===== config.mk =====
export PLATFORM = sky130hd
export DESIGN_NAME = obstacle_scheduler
export DESIGN_NICKNAME = d
export VERILOG_FILES = /design/src/rtl/game_pkg.sv /design/src/rtl/spawn_lfsr.sv /design/src/rtl/obstacle_scheduler.sv
export SDC_FILE = /design/constraint.sdc
export NUM_CORES = 1
export LEC_CHECK = 0
export CORE_ASPECT_RATIO = 1.5
export CORE_UTILIZATION = 45
export DETAILED_ROUTE_END_ITERATION = 8
export PLACE_DENSITY_LB_ADDON = 0.08
export SLEW_MARGIN = 5
export SYNTH_ARGS = -nofsm -noshare
export SYNTH_HDL_FRONTEND = slang
export SYNTH_HIERARCHICAL = 1
export SYNTH_SLANG_ARGS = --single-unit

===== constraint.sdc =====
create_clock -name system_clock_in -period 21.2 [get_ports system_clock_in]
set_clock_uncertainty 0.1 [all_clocks]
set_input_delay 6.36 -clock system_clock_in [delete_from_list [all_inputs] [get_ports system_clock_in]]
set_output_delay 6.36 -clock system_clock_in [all_outputs]
set_load 0.01 [all_outputs]

===== src/rtl/game_pkg.sv =====
`default_nettype none
// ============================================================================
// game_pkg
// Obstacle entry layout, game states and constants shared with track_draw.
// Revision: 1.0
// ============================================================================
package game_pkg;

  typedef struct packed {
    logic [1:0] kind;
    logic [9:0] pos;
    logic [1:0] lane;
    logic       active;
  } obstacle_t;

  typedef enum logic [1:0] {
    ST_IDLE   = 2'd0,
    ST_PLAY   = 2'd1,
    ST_UPDATE = 2'd2,
    ST_CRASH  = 2'd3
  } game_state_t;

  localparam logic [1:0]  TYPE_LOW   = 2'b00;
  localparam logic [1:0]  TYPE_WALL  = 2'b01;
  localparam logic [1:0]  LANE_LEFT  = 2'd0;
  localparam logic [1:0]  LANE_MID   = 2'd1;
  localparam logic [1:0]  LANE_RIGHT = 2'd2;
  localparam logic [15:0] LFSR_SEED  = 16'hACE1;
  localparam logic [15:0] LFSR_TAPS  = 16'hB400;

  // Lane code 3 does not exist on the track; it folds onto the middle lane.
  function automatic logic [1:0] norm_lane(input logic [1:0] lane);
    return (lane > LANE_RIGHT) ? LANE_MID : lane;
  endfunction

endpackage
`default_nettype wire


===== src/rtl/spawn_lfsr.sv =====
`default_nettype none
// ============================================================================
// spawn_lfsr
// 16-bit Galois LFSR (x^16+x^14+x^13+x^11+1) that randomises obstacle spawns.
// Revision: 1.0
// ============================================================================
module spawn_lfsr
  import game_pkg::*;
(
  input  logic        clk_65mhz,
  input  logic        rst,
  input  logic        i_advance,
  output logic [15:0] o_lfsr
);

  logic [15:0] r_lfsr;

  always_ff @(posedge clk_65mhz or posedge rst) begin
    if (rst) begin
      r_lfsr <= LFSR_SEED;
    end else if (i_advance) begin
      r_lfsr <= (r_lfsr >> 1) ^ (r_lfsr[0] ? LFSR_TAPS : 16'h0000);
    end
  end

  assign o_lfsr = r_lfsr;

endmodule
`default_nettype wire


===== src/rtl/obstacle_scheduler.sv =====
`default_nettype none
// ============================================================================
// obstacle_scheduler
// Game FSM plus per-frame sweep that moves, retires, spawns and hit-checks.
// Revision: 1.0
// ============================================================================
module obstacle_scheduler
  import game_pkg::*;
#(
  parameter int NUM_SLOTS      = 10,
  parameter int SPAWN_POS      = 1000,
  parameter int BASE_SPEED     = 4,
  parameter int MAX_SPEED      = 12,
  parameter int SPEEDUP_EVERY  = 8,
  parameter int SPAWN_INTERVAL = 60,
  parameter int HIT_WINDOW     = 16
) (
  input  logic                    system_clock_in,
  input  logic                    reset_in,
  input  logic                    vsync_in,
  input  logic                    start_in,
  input  logic [1:0]              lane_in,
  input  logic                    jump_in,
  output logic [15*NUM_SLOTS-1:0] obstacles,
  output logic [1:0]              state_out,
  output logic [15:0]             score_out,
  output logic                    crash_out
);

  localparam int c_idx_w = $clog2(NUM_SLOTS + 1);
  localparam int c_cnt_w = $clog2(SPAWN_INTERVAL + 1);
  localparam int c_spd_w = $clog2(SPEEDUP_EVERY + 1);
  localparam logic [c_idx_w-1:0] c_last_idx = c_idx_w'(NUM_SLOTS);

  game_state_t        r_state, w_state_next;
  obstacle_t          w_table [NUM_SLOTS];
  obstacle_t          w_cur, w_spawn_entry;
  logic [c_idx_w-1:0] r_idx;
  logic [c_cnt_w-1:0] r_countdown, w_countdown_dec;
  logic [c_spd_w-1:0] r_speedup_cnt;
  logic [3:0]         r_speed;
  logic [15:0]        r_score;
  logic               r_vsync_q, r_pending, r_crash_pending, r_crash;
  logic               w_tick, w_sweep, w_retire, w_move, w_hit, w_spawn, w_clear_table;
  logic [1:0]         w_lane;
  logic [9:0]         w_new_pos;
  logic [15:0]        w_lfsr;
  logic               w_unused_lfsr;

  spawn_lfsr u_lfsr (
    .clk_65mhz (system_clock_in),
    .rst       (reset_in),
    .i_advance (w_spawn),
    .o_lfsr    (w_lfsr)
  );

  assign w_unused_lfsr = ^w_lfsr[15:3];

  always_comb begin
    w_cur = '0;
    for (int i = 0; i < NUM_SLOTS; i++) begin
      if (r_idx == c_idx_w'(i)) w_cur = w_table[i];
    end
  end

  // The speed register is updated on each retire, so later slots in the same sweep see it.
  assign w_tick          = vsync_in & ~r_vsync_q;
  assign w_lane          = norm_lane(lane_in);
  assign w_sweep         = (r_state == ST_UPDATE) && (r_idx < c_last_idx);
  assign w_retire        = w_sweep && w_cur.active && (w_cur.pos <= {6'd0, r_speed});
  assign w_move          = w_sweep && w_cur.active && !w_retire;
  assign w_new_pos       = w_cur.pos - {6'd0, r_speed};
  assign w_hit           = w_move && (w_new_pos < 10'(HIT_WINDOW)) && (w_cur.lane == w_lane)
                           && !((w_cur.kind == TYPE_LOW) && jump_in);
  assign w_spawn         = w_sweep && !w_cur.active && r_pending;
  assign w_clear_table   = start_in && ((r_state == ST_IDLE) || (r_state == ST_CRASH));
  assign w_countdown_dec = (r_countdown == '0) ? '0 : r_countdown - c_cnt_w'(1);

  always_comb begin
    w_spawn_entry        = '0;
    w_spawn_entry.kind   = w_lfsr[2] ? TYPE_WALL : TYPE_LOW;
    w_spawn_entry.pos    = 10'(SPAWN_POS);
    w_spawn_entry.lane   = norm_lane(w_lfsr[1:0]);
    w_spawn_entry.active = 1'b1;
  end

  always_ff @(posedge system_clock_in or posedge reset_in) begin
    if (reset_in) r_state <= ST_IDLE;
    else          r_state <= w_state_next;
  end

  always_comb begin
    w_state_next = r_state;
    case (r_state)
      ST_IDLE:   if (start_in) w_state_next = ST_PLAY;
      ST_PLAY:   if (w_tick)   w_state_next = ST_UPDATE;
      ST_UPDATE: if (r_idx == c_last_idx)
                   w_state_next = r_crash_pending ? ST_CRASH : ST_PLAY;
      ST_CRASH:  if (start_in) w_state_next = ST_IDLE;
      default:   w_state_next = ST_IDLE;
    endcase
  end

  always_ff @(posedge system_clock_in or posedge reset_in) begin
    if (reset_in) begin
      r_vsync_q       <= 1'b0;
      r_score         <= '0;
      r_speed         <= 4'(BASE_SPEED);
      r_speedup_cnt   <= '0;
      r_countdown     <= c_cnt_w'(SPAWN_INTERVAL);
      r_pending       <= 1'b0;
      r_crash_pending <= 1'b0;
      r_crash         <= 1'b0;
      r_idx           <= '0;
    end else begin
      r_vsync_q <= vsync_in;
      case (r_state)
        ST_IDLE: if (start_in) begin
          r_score         <= '0;
          r_speed         <= 4'(BASE_SPEED);
          r_speedup_cnt   <= '0;
          r_countdown     <= c_cnt_w'(SPAWN_INTERVAL);
          r_pending       <= 1'b0;
          r_crash_pending <= 1'b0;
          r_crash         <= 1'b0;
        end
        ST_PLAY: if (w_tick) begin
          r_idx           <= '0;
          r_crash_pending <= 1'b0;
          r_countdown     <= w_countdown_dec;
          if (w_countdown_dec == '0) r_pending <= 1'b1;
        end
        ST_UPDATE: begin
          r_idx <= r_idx + c_idx_w'(1);
          if (w_retire) begin
            if (r_score != 16'hFFFF) r_score <= r_score + 16'd1;
            if (r_speedup_cnt == c_spd_w'(SPEEDUP_EVERY - 1)) begin
              r_speedup_cnt <= '0;
              if (r_speed < 4'(MAX_SPEED)) r_speed <= r_speed + 4'd1;
            end else begin
              r_speedup_cnt <= r_speedup_cnt + c_spd_w'(1);
            end
          end
          if (w_hit) r_crash_pending <= 1'b1;
          if (w_spawn) begin
            r_pending   <= 1'b0;
            r_countdown <= c_cnt_w'(SPAWN_INTERVAL);
          end
          if (r_idx == c_last_idx) r_crash <= r_crash_pending;
        end
        ST_CRASH: if (start_in) r_crash <= 1'b0;
        default: ;
      endcase
    end
  end

  for (genvar i = 0; i < NUM_SLOTS; i++) begin : g_slot
    obstacle_t r_entry;
    logic      w_sel;

    assign w_sel = (r_idx == c_idx_w'(i));

    always_ff @(posedge system_clock_in or posedge reset_in) begin
      if (reset_in) begin
        r_entry <= '0;
      end else if (w_clear_table) begin
        r_entry <= '0;
      end else if (w_sel) begin
        if (w_retire)     r_entry     <= '0;
        else if (w_move)  r_entry.pos <= w_new_pos;
        else if (w_spawn) r_entry     <= w_spawn_entry;
      end
    end

    assign w_table[i]            = r_entry;
    assign obstacles[15*i +: 15] = r_entry;
  end

  assign state_out = r_state;
  assign score_out = r_score;
  assign crash_out = r_crash;

endmodule
`default_nettype wire


==> flow_summary.ini <==
[cells_and_area]
layout_commonest_cell = dfrtp_1
nNetsFinal = 1261
layout_common_cells = 183 x dfrtp_1, 165 x clkdlybuf4s50_1, 141 x nand2_1
stdcell_area_mm2 = 0.0129
antenna_cells = 0
areaGrowthSynthToFinish_pct = 22.4
drive_gt1_share_pct = 10.6

[clock_tree]
clockBufferDepth = 2
cts_tree = yes
insertion_delay_ns = 0.45
clk_pin_slew_ns = 0.07
h-tree-depth = 4
root_buffer = clkbuf_16
clock_sinks = 196
postCtsHoldBufs = 0
ctsResizeCount = 0
numCtsBuffers = 17
post_cts_buffers = 0

[timing]
maxSlewViolCount = 0
rsz0062_at_grt = no
tns_ns = 0
final.setup.worst_slack_ns = 12.56
hold_violations = 0
fin_crit_ns = 8.64
min_period_over_period_pct = 40.7
slew_headroom_pct = 26.5
clock.fmax_ghz = 0.116
tightest_slew_ns = 1.10
setup_violations = 0

[logic_synthesis]
ys_types = 80
synth-seq-cells = 196
yosysWarnings = 6
ys.flop_type = dfrtp_1
syn_area_mm2 = 0.0105
synth_edf_count = 0
ys_seq_area_share_pct = 46.8
syn_area_per_cell_um2 = 9.48
async_flop_share_pct = 100
syn_inst = 1108

[route]
routed_via_density = 6.04
post_drt_wl_per_cell_um = 21.0
first_iter_violations = 574
vias = 9226
postRouteAntennaNets = 0
routed_wl_mm = 32.0
drc = 1
first_pass_iters = 9

[placement]
io_buffers = 165
dp_slack_ns = 12.14
gp_congestion = 0.829
placed_cell_area_mm2 = 0.0123
dpl.hpwl_mm = 22.8

[grt]
grt.total_usage_pct = 27.6
overflow = 0
antenna_found_initial = 0
grt_pass1_vias = 9020
grt_max_degree = 81
grt_pass1_wl_mm = 50.9

[worst_setup_path]
slowest_stage = a21oi_1
start_kind = input pin
timing.critical_path.from = start_in
critPathMaxStageDelay_ns = 0.97
cp_max_fo = 80
cp.required_ns = 21.43
crit_family = compound AO/OA/AOI/OAI gates
crit_arrival_ns = 8.87
end_kind = register
path_class = in -> reg
crit_chain = clkdlybuf4s50_1 -> nor2b_4 -> buf_4 -> a21oi_1 -> mux2_2
timing.reg2reg.setup_slack_ns = 14.78
cp.buffers_inverters = 2
r2r_start = r_idx[1]

[pwr]
p_total_w = 0.00190
peakVddDrop_mv = 0.0848
power_density_mw_per_mm2 = 148
leakagePower_nw = 5.39

[status]
status = finished with violations
failed_checks = DRC

[die]
die_h_um = 189
io_pins = 176
dieArea_mm2 = 0.0240
start_util_pct = 45.7
placementRows = 68
coreArea_mm2 = 0.0230
fp.dieW_um = 127

[job]
max_cap_viol_count = 0

[min_path]
hp-class = reg -> reg
hp-start = u_lfsr/o_lfsr[10]
Yosys cell counts, types with 13 or more instances:
cell      instances  area [um^2]
dfrtp_1         183         4580
nand2_1         141          529
a21oi_1          99          495
o21ai_0          96          480
nor2_1           61          229
clkbuf_1         48          180
o31ai_1          39          293
mux2_2           32          360
inv_1            26         97.6
nand3_1          23          115
a211oi_1         22          165
ha_1             18          225
nor2b_1          17          106
buf_2            16         80.1
buf_4            15          113
nand2b_1         15         93.8
nor3_1           15         75.1
a31oi_1          13         81.3
dfstp_2          13          342
metrics by stage:
stage                     std cells  hold slack, ns  util [%]
after global routing           1528           0.417      56.0
final                          1528           0.388      56.0
after global placement         1496           0.382      53.4
after detailed placement       1496           0.379      53.4
after CTS                      1528           0.393      56.0
after floorplan                1117           0.364         -
sequential cells by signal (all words and copies together), names as in the netlist:
name	flops
r_crash_pending	1
u_lfsr/o_lfsr	16
score_out	16
r_pending	1
r_idx	4
obstacles	140
r_countdown	6
r_speedup_cnt	4
r_speed	4
crash_out	1
state_out	2
r_vsync_q	1
metal layers:
layer  global-route usage [%]  part of all wire, %
met5                        0                    0
met2                     47.9                   51
met1                     34.9                   42
met3                     3.59                  3.9
met4                     10.7                  2.7
worst paths after layout:
path / cells after the start / endpoint
worst max register to register: 24 / obstacles[107]
worst min-delay path: 2 / u_lfsr/o_lfsr[10]
worst max-delay path: 5 / obstacles[146]
max in group asynchronous: 3 / obstacles[87]
min in group asynchronous: 2 / obstacles[58]
worst min register to register: 2 / u_lfsr/o_lfsr[10]
cell type report:
class,instances,area (um^2)
multi-input combinational,808,5080
inverter,26,103
clock inverter,11,125
fill,2090,10100
sequential,196,4920
clock buffer,21,470
tap,280,350
timing repair buffer,186,1810
kinds of logic after synthesis:
family          share of synthesized area (%)
mux                                      4.48
buf+inv                                  5.28
other cells                            0.0357
flops                                    46.8
compound gates                           23.8
xor+xnor                                 1.00
simple gates                             16.2
fa+ha+maj                                2.33
worst register-to-register path: stages (launching register included):
cell and delay, ns:
dfrtp_1 0.45, inv_1 0.09, ha_1 0.18, buf_4 0.26, inv_1 0.31, nor2_1 0.09, buf_4 0.21, a221oi_1 0.25
nor3_1 0.09, a221oi_1 0.26, a211oi_1 0.13, a21oi_1 0.18, a21oi_1 0.09, a221oi_1 0.35, ha_1 0.26, fa_1 0.22
nor2b_1 0.06, o21a_1 0.16, nor2_1 0.30, a41oi_1 0.15, or4b_4 0.62, or3_1 0.49, o21ai_1 0.61, a21oi_1 0.16
a31o_2 0.24
report_power, final:
group	internal [W]	switching (W)
Sequential	0.000479	0.000105
Clock	0.000184	0.000147
Combinational	0.000390	0.000598
Total	0.00105	0.000850
Note: power is estimated with default switching activity, not from simulation.
